### src/rtl/wb_write_buffer.sv
// Register write-back buffer: 4-entry FIFO fed by the EX and MEM stages,
// drained one entry per cycle into a registered register-file write port,
// with four combinational forwarding lookups into the pending writes.
// Build option: define WB_FORWARD_EN to include the forwarding logic;
// without it every fwdN_hit/fwdN_data output is tied to zero.
module wb_write_buffer (
  input  logic        clock,
  input  logic        reset_n,
  input  logic        ex_valid,
  input  logic [3:0]  ex_addr,
  input  logic [31:0] ex_data,
  input  logic        mem_valid,
  input  logic [3:0]  mem_addr,
  input  logic [31:0] mem_data,
  input  logic        freeze,
  input  logic [3:0]  src1_add,
  input  logic [3:0]  src2_add,
  input  logic [3:0]  src3_add,
  input  logic [3:0]  dest_add,
  output logic        fwd1_hit,
  output logic [31:0] fwd1_data,
  output logic        fwd2_hit,
  output logic [31:0] fwd2_data,
  output logic        fwd3_hit,
  output logic [31:0] fwd3_data,
  output logic        fwd4_hit,
  output logic [31:0] fwd4_data,
  output logic        write,
  output logic [3:0]  write_back_address,
  output logic [31:0] data_write,
  output logic        stall,
  output logic        overflow,
  output logic [2:0]  count
);

  logic [3:0]  fifo_addr_q [4];
  logic [3:0]  fifo_addr_d [4];
  logic [31:0] fifo_data_q [4];
  logic [31:0] fifo_data_d [4];
  logic [1:0]  head_q, head_d, tail_q, tail_d;
  logic [2:0]  count_q, count_d;
  logic        write_q, write_d;
  logic [3:0]  wb_addr_q, wb_addr_d;
  logic [31:0] wb_data_q, wb_data_d;
  logic        overflow_q, overflow_d;

  logic        pop, mem_acc, ex_acc;
  logic [2:0]  free_slots;
  logic [1:0]  ex_slot;

  // Admission (MEM first, EX only if a second slot is free), drain and next state
  always_comb begin
    pop        = (count_q != 3'd0) && !freeze;
    // A pop releases its slot on the same edge, so it counts as free space.
    free_slots = 3'd4 - count_q + {2'b00, pop};
    mem_acc    = mem_valid && (free_slots != 3'd0);
    ex_acc     = ex_valid && (free_slots > {2'b00, mem_acc});
    ex_slot    = mem_acc ? (tail_q + 2'd1) : tail_q;

    fifo_addr_d = fifo_addr_q;
    fifo_data_d = fifo_data_q;
    if (mem_acc) begin
      fifo_addr_d[tail_q] = mem_addr;
      fifo_data_d[tail_q] = mem_data;
    end
    if (ex_acc) begin
      fifo_addr_d[ex_slot] = ex_addr;
      fifo_data_d[ex_slot] = ex_data;
    end

    tail_d     = tail_q + {1'b0, mem_acc} + {1'b0, ex_acc};
    head_d     = head_q + {1'b0, pop};
    count_d    = count_q + {2'b00, mem_acc} + {2'b00, ex_acc} - {2'b00, pop};
    overflow_d = overflow_q | (mem_valid && !mem_acc) | (ex_valid && !ex_acc);

    write_d   = pop;
    wb_addr_d = wb_addr_q;
    wb_data_d = wb_data_q;
    if (pop) begin
      wb_addr_d = fifo_addr_q[head_q];
      wb_data_d = fifo_data_q[head_q];
    end
  end

  // State registers; reset drops queued entries and pending requests
  always_ff @(posedge clock) begin
    fifo_addr_q <= fifo_addr_d;
    fifo_data_q <= fifo_data_d;
    if (!reset_n) begin
      head_q     <= 2'd0;
      tail_q     <= 2'd0;
      count_q    <= 3'd0;
      write_q    <= 1'b0;
      wb_addr_q  <= 4'd0;
      wb_data_q  <= 32'd0;
      overflow_q <= 1'b0;
    end else begin
      head_q     <= head_d;
      tail_q     <= tail_d;
      count_q    <= count_d;
      write_q    <= write_d;
      wb_addr_q  <= wb_addr_d;
      wb_data_q  <= wb_data_d;
      overflow_q <= overflow_d;
    end
  end

`ifdef WB_FORWARD_EN
  logic [3:0]  look_add [4];
  logic [3:0]  fwd_hit;
  logic [31:0] fwd_data [4];

  // Youngest-to-oldest search of queued entries, then the write-back register
  always_comb begin
    logic       found;
    logic [1:0] slot;
    look_add[0] = src1_add;
    look_add[1] = src2_add;
    look_add[2] = src3_add;
    look_add[3] = dest_add;
    fwd_hit     = 4'd0;
    for (int p = 0; p < 4; p++) begin
      fwd_data[p] = 32'd0;
      found       = 1'b0;
      for (int i = 0; i < 4; i++) begin
        slot = tail_q - 2'(i) - 2'd1;
        if (!found && (3'(i) < count_q) && (fifo_addr_q[slot] == look_add[p])) begin
          found       = 1'b1;
          fwd_data[p] = fifo_data_q[slot];
        end
      end
      if (!found && write_q && (wb_addr_q == look_add[p])) begin
        found       = 1'b1;
        fwd_data[p] = wb_data_q;
      end
      fwd_hit[p] = found;
    end
  end

  assign fwd1_hit  = fwd_hit[0];
  assign fwd2_hit  = fwd_hit[1];
  assign fwd3_hit  = fwd_hit[2];
  assign fwd4_hit  = fwd_hit[3];
  assign fwd1_data = fwd_data[0];
  assign fwd2_data = fwd_data[1];
  assign fwd3_data = fwd_data[2];
  assign fwd4_data = fwd_data[3];
`else
  logic unused_fwd;
  assign unused_fwd = ^{src1_add, src2_add, src3_add, dest_add};
  assign fwd1_hit  = 1'b0;
  assign fwd2_hit  = 1'b0;
  assign fwd3_hit  = 1'b0;
  assign fwd4_hit  = 1'b0;
  assign fwd1_data = 32'd0;
  assign fwd2_data = 32'd0;
  assign fwd3_data = 32'd0;
  assign fwd4_data = 32'd0;
`endif

  assign write              = write_q;
  assign write_back_address = wb_addr_q;
  assign data_write         = wb_data_q;
  assign stall              = (count_q >= 3'd3);
  assign overflow           = overflow_q;
  assign count              = count_q;

endmodule

### config.mk
export PLATFORM = sky130hd
export DESIGN_NAME = wb_write_buffer
export DESIGN_NICKNAME = d
export VERILOG_FILES = /design/src/rtl/wb_write_buffer.sv
export SDC_FILE = /design/constraint.sdc
export NUM_CORES = 1
export LEC_CHECK = 0
export CAP_MARGIN = 20
export CORE_MARGIN = 2
export CORE_UTILIZATION = 54
export CTS_CLUSTER_DIAMETER = 120
export DETAILED_ROUTE_END_ITERATION = 10
export PLACE_DENSITY = 0.93
export SLEW_MARGIN = 20
export SYNTH_ARGS = -nofsm -noshare
export SYNTH_HDL_FRONTEND = slang
export SYNTH_SLANG_ARGS = --single-unit
### constraint.sdc
create_clock -name clock -period 9.48 [get_ports clock]
set_input_delay 2.37 -clock clock [delete_from_list [all_inputs] [get_ports clock]]
set_output_delay 2.37 -clock clock [all_outputs]
set_load 0.02 [all_outputs]
# [Word-level counts from Yosys, hierarchy flattened]
# Index checks and enable logic that the tools add are counted.
[totals] inputBits=93 output_inout_bits=174 wordCells=71 register_bits=189
[classes] add_sub_neg=9 n_reduce_logical=12 muxes=23 n_lt_le_gt_ge=7 n_bitwise=5
[op_table] operator="128-bit bitwise mux" count=2
[op_table] operator="128-bit 2-to-1 mux" count=2
[op_table] operator="32-bit demux with 2-bit select" count=2
[op_table] operator="32-bit 2-to-1 mux" count=4
[op_table] operator="32-bit binary-select mux with 2-bit select" count=1
[op_table] operator="16-bit bitwise mux" count=2
[op_table] operator="16-bit 2-to-1 mux" count=2
[op_table] operator="4-bit demux with 2-bit select" count=2
[op_table] operator="4-bit 2-to-1 mux" count=4
[op_table] operator="3-bit by 1-bit adder with 3-bit output" count=3
[op_table] operator="3-bit greater-or-equal comparator (second input constant)" count=3
[op_table] operator="2-bit NOT with 3-bit output" count=3
[op_table] operator="4-bit binary-select mux with 2-bit select" count=1
[op_table] operator="1-bit logical AND" count=7
[op_table] operator="2-bit by 1-bit adder with 2-bit output" count=3
[op_table] operator="3-bit by 1-bit less-than comparator with 1-bit output (second input constant)" count=2
[op_table] operator="3-bit nonzero test" count=2
[op_table] operator="3-bit by 2-bit greater-or-equal comparator with 1-bit output (second input constant)" count=1
[op_table] operator="3-bit by 1-bit greater-than comparator with 1-bit output" count=1
[op_table] operator="1-bit logical NOT" count=3
[op_table] operator="3-bit by 1-bit subtractor with 3-bit output" count=1
[op_table] operator="3-bit subtractor (first input constant)" count=1
[op_table] operator="2-bit by 1-bit adder with 2-bit output (second input constant)" count=1
[op_table] operator="2-bit 2-to-1 mux" count=1
[op_table] operator="1-bit bitwise OR" count=2

# [Longest topological paths before layout]
# Gate-level depths: netlist of the first run.
[depth] ltp_word=13 ltp_mapped=21 mapped_depth_nobuf=16

# [Worst setup path after synthesis of the first run]
# OpenSTA, ideal clock, no wires.
[synth_path] path_type="input to register" start="in freeze" end="reg count_q[1], in the netlist count[1]" n_path_buf=5 arrival_time_ns=5.860 setup_ns=0.115 cell_stages=19 required_time_ns=9.365 setup_slack_ns=3.505 path_cell_list="or2_2 > clkbuf_1 > clkbuf_1 > ha_1 > inv_1 > ha_1 > nor2b_1 > buf_2 > a21boi_2 > buf_6 > ha_1 > o21ba_2 > buf_2 > nand2_1 > nand2_1 > fa_1 > inv_1 > fa_1 > and2_1"
[synth_between] elab_chain_len=9 word_cells_on_any_way=10 classes_between="add/sub (4); order compare (1); reduce/logical (5)"
[synth_lines] element="start, declared" line_no="15" rtl="input logic freeze,"
[synth_lines] element="1-bit logical NOT (*)" line_no="53" rtl="pop = (count_q != 3'd0) && !freeze;"
[synth_lines] element="1-bit logical AND (*)" line_no="53"
[synth_lines] element="3-bit by 1-bit adder with 3-bit output" line_no="55" rtl="free_slots = 3'd4 - count_q + {2'b00, pop};"
[synth_lines] element="3-bit nonzero test" line_no="56" rtl="mem_acc = mem_valid && (free_slots != 3'd0);"
[synth_lines] element="1-bit logical AND" line_no="56"
[synth_lines] element="3-bit by 1-bit greater-than comparator with 1-bit output" line_no="57" rtl="ex_acc = ex_valid && (free_slots > {2'b00, mem_acc});"
[synth_lines] element="1-bit logical AND" line_no="57"
[synth_lines] element="3-bit by 1-bit adder with 3-bit output" line_no="73" rtl="count_d = count_q + {2'b00, mem_acc} + {2'b00, ex_acc} - {2'b00, pop};"
[synth_lines] element="3-bit by 1-bit subtractor with 3-bit output (*)" line_no="73"
[synth_lines] element="net count_d[1]" line_no="41" rtl="logic [2:0] count_q, count_d;"
[synth_lines] element="end signal, assigned" line_no="100" rtl="count_q <= count_d;"
[synth_lines] element="end, declared" line_no="41"
# Mark *: on every way through the listed nets, which the timed path passes. The rest lies on a longest branch.
# A chain may end at the register's enable or synchronous reset.

==> results.toml, run 1 <==
[clocking]
postCtsHoldBufs = 0
cts_buffers = 17
post_cts_resized = 0
cts-root-buf = "clkbuf_16"
cts_buffer_depth = 2
cts_num_sinks = 189
cts_tree = "built"
worst_skew_pair.late_latency_ns = 0.43
clk_pin_slew_ns = 0.07
cts_setup_buffers = 0
htreeDepth = 4

[setup_path]
critPathBufInv = 3
worstPathMaxFanout = 20
reg2reg_from = "count[2]$_SDFF_PN0_"
worstPathRequired_ns = 9.79
rr_endpoint = "fifo_addr_q[1]$_DFF_P_"
slowest_delay_ns = 0.84
r2r_cells = 13
endpoint_kind = "flip-flop"
rrSetupSlack_ns = 4.33
crit_chain = "clkdlybuf4s50_1 > or2_2 > ha_1 > inv_1 > ha_1 > nor2b_1 > a21boi_2 > ha_1 > o21ba_2 > a211oi_1 > mux2i_4 > buf_4 > mux2_2"
cp_common_cell = "ha_1"
critPathTopFamily = "multiplexers"
cp_num_cells = 13
cp-start-kind = "primary input"
crit_type = "primary input to flip-flop"
crit_slowest_cell = "mux2i_4"
cp_data_arrival_time_ns = 7.26

[power]
power_density_nw_per_um2 = 369
pwr-share-clk_pct = 17.8
power_mw = 4.52
seqPwrFrac_pct = 31.6
p_sw_mw = 1.45
leakagePower_nw = 5.19
switching_share_pct = 32.2
comb_power_share_pct = 50.6
p_int_mw = 3.06
ir_drop_v = 0.000195

[finish]
fin_util_pct = 62.5
syn2layout_area_growth_pct = 13.1
layout-drive-gt1-share_pct = 38.9
fillers = 1399
nets = 1079

[synthesis]
synthTopCellsByCount = "dfxtp_1 (189), mux2_2 (166), buf_4 (141)"
synth_most_common_cell = "dfxtp_1"
netlist.area_leader.share_pct = 34.9
ys_seq_elements = 189
yosys_warnings = 0
synthCells = 872
synth_area_leader_cell = "dfxtp_1"
synth_edf_count = 0
async_flop_share_pct = 0
avgSynthCellArea_sq_um = 12.4
syn_area_sq_um = 10800
yosysUniqueCellTypes = 35
synth_top_flop_cell = "dfxtp_1"
synth-seq-area-share_pct = 34.9
ys_top_cells_by_area = "dfxtp_1 (35%), mux2_2 (17%), mux2_4 (17%)"

[route]
wl_mm = 23.7
first_pass_iters = 4
ant_nets = 0
routed_via_density = 5.21
drt_iter0_markers = 276
route.detailed.drc = 0
wl_per_cell_um = 19.0
vias = 6520

[sta]
setup_violations = 0
post-route-period-util_pct = 73.2
tns_ns = 0
finalMaxSlewViolations = 0
finalHoldViolations = 0
rsz0062_at_grt = "no"
slew_headroom_pct = 23.7
worstMarginPinSlew_ns = 1.14
timing.fmax_mhz = 144
skew_ns = 0.0135
min_period_ns = 6.94
hold_slack_ns = 0.466

[global_routing]
grt_start_max_net_pins = 46
antenna_found_initial = 1
grt_pass1_vias = 6828
overflow = 0
grt_usage_pct = 22.5
grt_pass1_wl_mm = 37.8

[flow_run]
max_cap_viol_count = 0

[worst_hold_path]
holdPathEnd = "write_back_address[0]$_SDFFE_PN0P_"
hp-class = "flip-flop to flip-flop"
whs_path_depth = 2
hold_start = "write_back_address[0]$_SDFFE_PN0P_"

[placement]
io_buffers = 118
dp_hpwl_mm = 15.1
gp_congestion = 0.736

[die]
die_y_um = 146
dieArea_sq_um = 21200
fp.dieW_um = 146
rows = 51
coreArea_sq_um = 19600
floorplan.initialDensity_pct = 55.3
io_pins = 267

[status]
status = "complete, no violations"
==> cell usage in the layout (no fill, tap or decap), types with 2 or more instances in the layout <==
master and count:
a21boi_0 37, xor2_1 2, mux2_2 166, conb_1 132, mux2i_4 4, a21oi_4 4, nor2b_1 3, ha_1 10
clkbuf_1 2, nand2_1 80, bufinv_16 5, dfxtp_2 2, a211oi_2 4, fa_1 3, and2_1 6, mux4_2 36
dfxtp_1 187, clkbuf_16 17, a211oi_1 4, clkdlybuf4s50_1 117, inv_6 3, buf_4 13, inv_1 10, inv_8 2
mux2_4 120, mux2_1 2
==> cell families after synthesis <==
logic type | count (synthesis) | synth area share, %
other | 1 | 0.0346
adders and majority gates | 13 | 1.71
muxes | 328 | 42.4
xor gates and xnor gates | 4 | 0.393
buffers and inverters | 191 | 12.8
and+or+nand+nor | 93 | 3.50
AOI/OAI and AO/OA | 53 | 4.14
DFF | 189 | 34.9
==> per-stage QoR <==
stage	area, sq um	setup WS (ns)	instances
6_report	12200	2.54	1251
5_1_grt	12200	2.35	1251
4_1_cts	12200	2.47	1250
3_5_place_dp	11600	2.00	1219
3_3_place_gp	11600	2.09	1219
2_1_floorplan	11300	3.51	1003
==> worst register-to-register path, stage by stage (launching register included) <==
cell,delay (ns)
dfxtp_1,0.47
nor3_1,0.09
or2_2,0.29
ha_1,0.18
inv_1,0.05
ha_1,0.23
nor2b_1,0.72
a21boi_2,0.39
ha_1,0.39
o21ba_2,0.28
a211oi_1,0.16
mux2i_4,0.84
buf_4,0.54
mux2_2,0.40
==> power by group through the flow <==
| stage | clock [mW] | combinational [mW] | sequential (mW) |
|---|---|---|---|
| CTS | 0.814 | 2.29 | 1.43 |
| global placement | 0 | 2.17 | 1.41 |
| floorplan | 0 | 1.89 | 1.41 |
| global route | 0.845 | 2.43 | 1.48 |
| detailed placement | 0 | 2.26 | 1.44 |
| finish | 0.804 | 2.28 | 1.43 |
==> layer usage <==
| layer | track usage (%) | up-vias | wire, um |
|---|---|---|---|
| li1 | - | 3005 | - |
| met1 | 25.2 | 3231 | 9420 |
| met2 | 42.2 | 236 | 12700 |
| met3 | 4.64 | 48 | 1060 |
| met4 | 8.09 | 0 | 562 |
| met5 | 0 | - | 0 |
==> how the worst max path moves through the flow <==
stage	startpoint	endpoint	slack [ns]
6_report	freeze	fifo_addr_q[1]$_DFF_P_	2.54
4_1_cts	freeze	fifo_addr_q[1]$_DFF_P_	2.47
2_1_floorplan	freeze	count[1]$_SDFF_PN0_	3.51
3_3_place_gp	freeze	fifo_addr_q[2]$_DFF_P_	2.09
3_5_place_dp	freeze	fifo_addr_q[1]$_DFF_P_	2.00
5_1_grt	freeze	fifo_addr_q[1]$_DFF_P_	2.35
==> state kept, by name, summed over array words and instances (netlist names) <==
signal / cells
write_back_address: 4
fifo_addr_q: 16
fifo_data_q: 128
head_q: 2
count: 3
overflow: 1
write: 1
tail_q: 2
data_write: 32
==> layout make-up <==
type	instances	area [sq um]	share of cell area, %
tap	265	332	2.71
timing repair buffer	131	1270	10.4
antenna	1	2.50	0.0204
multi-input combinational	623	6160	50.3
inverter	11	41.3	0.337
sequential	189	3790	30.9
clock buffer	20	447	3.65
clock inverter	11	204	1.66
Power figures use the tool's default switching activity.
==> run 2, diff against run 1 <==
--- a/config.mk
+++ b/config.mk
@@ -7,10 +7,10 @@
 export LEC_CHECK = 0
 export CAP_MARGIN = 20
 export CORE_MARGIN = 2
-export CORE_UTILIZATION = 54
+export CORE_UTILIZATION = 46
 export CTS_CLUSTER_DIAMETER = 120
 export DETAILED_ROUTE_END_ITERATION = 10
-export PLACE_DENSITY = 0.93
+export PLACE_DENSITY = 0.85
 export SLEW_MARGIN = 20
 export SYNTH_ARGS = -nofsm -noshare
 export SYNTH_HDL_FRONTEND = slang
==> constraint.sdc (replaced) <==
create_clock -name clock -period 6.1 [get_ports clock]
set_input_delay 1.525 -clock clock [delete_from_list [all_inputs] [get_ports clock]]
set_output_delay 1.525 -clock clock [all_outputs]
set_load 0.02 [all_outputs]
==> run 2 against run 1 <==
Compared with the run above:
- setup slack got worse by 1.9 ns
- wire length decreased by 2.4%
- sequential share of layout area decreased by 0.16 points
- global-route usage decreased by 3.7 points
- highest routed layer unchanged
- largest power group unchanged
==> results.toml, run 2 (synthesis results as in run 1) <==
[status]
status = "complete, no violations"

[worst_hold_path]
hp-class = "flip-flop to flip-flop"
hold_start = "data_write[7]$_SDFFE_PN0P_"

[finish]
largest_reg_flops = 128
fillers = 1956
fin_util_pct = 53.0
fin_area_sq_um = 12300
regMostFlops = "fifo_data_q"
diodes = 0
mostFrequentLayoutCells = "dfxtp_1 (187), mux2_2 (166), conb_1 (132), mux2_4 (120), clkdlybuf4s50_1 (117)"
final_common_cell = "dfxtp_1"
layout-drive-gt1-share_pct = 39.2
nets = 1079
syn2layout_area_growth_pct = 13.8

[sta]
finalHoldViolations = 0
skew_ns = 0.0149
setup_violations = 0
min_period_ns = 5.49
slew_headroom_pct = 29.8
timing.fmax_mhz = 182
worstMarginPinSlew_ns = 1.03
post-route-period-util_pct = 90.0
rsz0062_at_grt = "no"
finalMaxSlewViolations = 0
tns_ns = 0

[clocking]
cts_setup_buffers = 0
cts_buffers = 17
cts_tree = "built"
cts_num_sinks = 189
cts-root-buf = "clkbuf_16"
clk_pin_slew_ns = 0.07
postCtsHoldBufs = 0
htreeDepth = 4
worst_skew_pair.late_latency_ns = 0.44
post_cts_resized = 0
cts_buffer_depth = 2

[power]
power_mw = 6.92
switching_share_pct = 32.6
p_int_mw = 4.66
seqPwrFrac_pct = 32.2
leakagePower_nw = 5.18
p_sw_mw = 2.25
ir_drop_v = 0.000280
power_density_nw_per_um2 = 562
comb_power_share_pct = 50.9
pwr-share-clk_pct = 16.8

[setup_path]
worstPathMaxFanout = 21
cp_data_arrival_time_ns = 5.81
cp-startpoint = "freeze"
crit_type = "primary input to flip-flop"
endpoint_kind = "flip-flop"
reg2reg_from = "count[2]$_SDFF_PN0_"
worstPathRequired_ns = 6.42
cp-start-kind = "primary input"

[route]
vias = 6414
wl_mm = 23.2
drt_iter0_markers = 239
routed_via_density = 4.91
first_pass_iters = 4
ant_nets = 0
wl_per_cell_um = 17.7
route.detailed.drc = 0

[placement]
dp_hpwl_mm = 14.9
io_buffers = 118
place_area_sq_um = 11700
gp_congestion = 0.754

[global_routing]
antenna_found_initial = 0
grt_start_max_net_pins = 46
grt_pass1_vias = 6597
grt_usage_pct = 18.9
overflow = 0
grt_pass1_wl_mm = 35.8

[die]
dieArea_sq_um = 24800
rows = 56
coreArea_sq_um = 23300
die_y_um = 157
floorplan.initialDensity_pct = 46.5
io_pins = 267
fp.dieW_um = 157

[flow_run]
max_cap_viol_count = 0
==> run 2: cell type report <==
class	instances	area, sq um	area share, %
Multi-Input combinational cell	623	6150	49.9
Clock buffer	18	439	3.56
Sequential cell	189	3790	30.8
Tap cell	319	399	3.24
Clock inverter	14	176	1.43
Inverter	11	41.3	0.335
Timing Repair Buffer	131	1320	10.7
==> run 2: worst paths after layout <==
check	to	slack, ns	depth (start not counted)
setup / recovery	fifo_addr_q[3]$_DFF_P_	0.61	13
hold / removal	data_write[7]$_SDFFE_PN0P_	0.47	2
setup reg to reg	fifo_addr_q[3]$_DFF_P_	1.60	13
hold reg to reg	data_write[7]$_SDFFE_PN0P_	0.47	2
==> run 2: metal layers <==
layer	wire length (um)	GRT usage (%)
met5	0	0
met2	11800	33.7
met4	415	6.71
met3	1090	3.63
met1	9830	22.5
==> run 2: stage by stage <==
stage                     hold slack [ns]  cells  worst slack (ns)
after floorplan                     0.541   1003             0.970
after global placement              0.456   1273             0.185
after detailed placement            0.461   1273             0.132
after CTS                           0.471   1305             0.569
after global routing                0.490   1305             0.375
final                               0.469   1305             0.611
==> run 2: power groups by stage <==
stage                     clock [mW]  combinational, mW  sequential [mW]
after floorplan                    0               2.94             2.19
after global placement             0               3.42             2.22
after detailed placement           0               3.53             2.26
after CTS                       1.18               3.55             2.24
after global routing            1.23               3.78             2.31
final                           1.16               3.52             2.23
==> run 2: critical path: stages <==
cell	delay [ns]
clkdlybuf4s50_1	0.39
or2_2	0.31
ha_1	0.18
inv_1	0.05
ha_1	0.17
xnor2_2	0.09
a21boi_2	0.59
ha_1	0.25
o21ba_2	0.30
a211oi_1	0.16
mux2i_4	0.82
buf_4	0.56
mux2_2	0.39
==> run 3, diff against run 2 <==
--- a/config.mk
+++ b/config.mk
@@ -8,7 +8,7 @@
 export CAP_MARGIN = 20
 export CORE_MARGIN = 2
 export CORE_UTILIZATION = 46
-export CTS_CLUSTER_DIAMETER = 120
+export CTS_CLUSTER_DIAMETER = 100
 export DETAILED_ROUTE_END_ITERATION = 10
 export PLACE_DENSITY = 0.85
 export SLEW_MARGIN = 20
==> results of run 3 <==
Same layout as run 2: the final DEF is identical, and so are final timing and power.
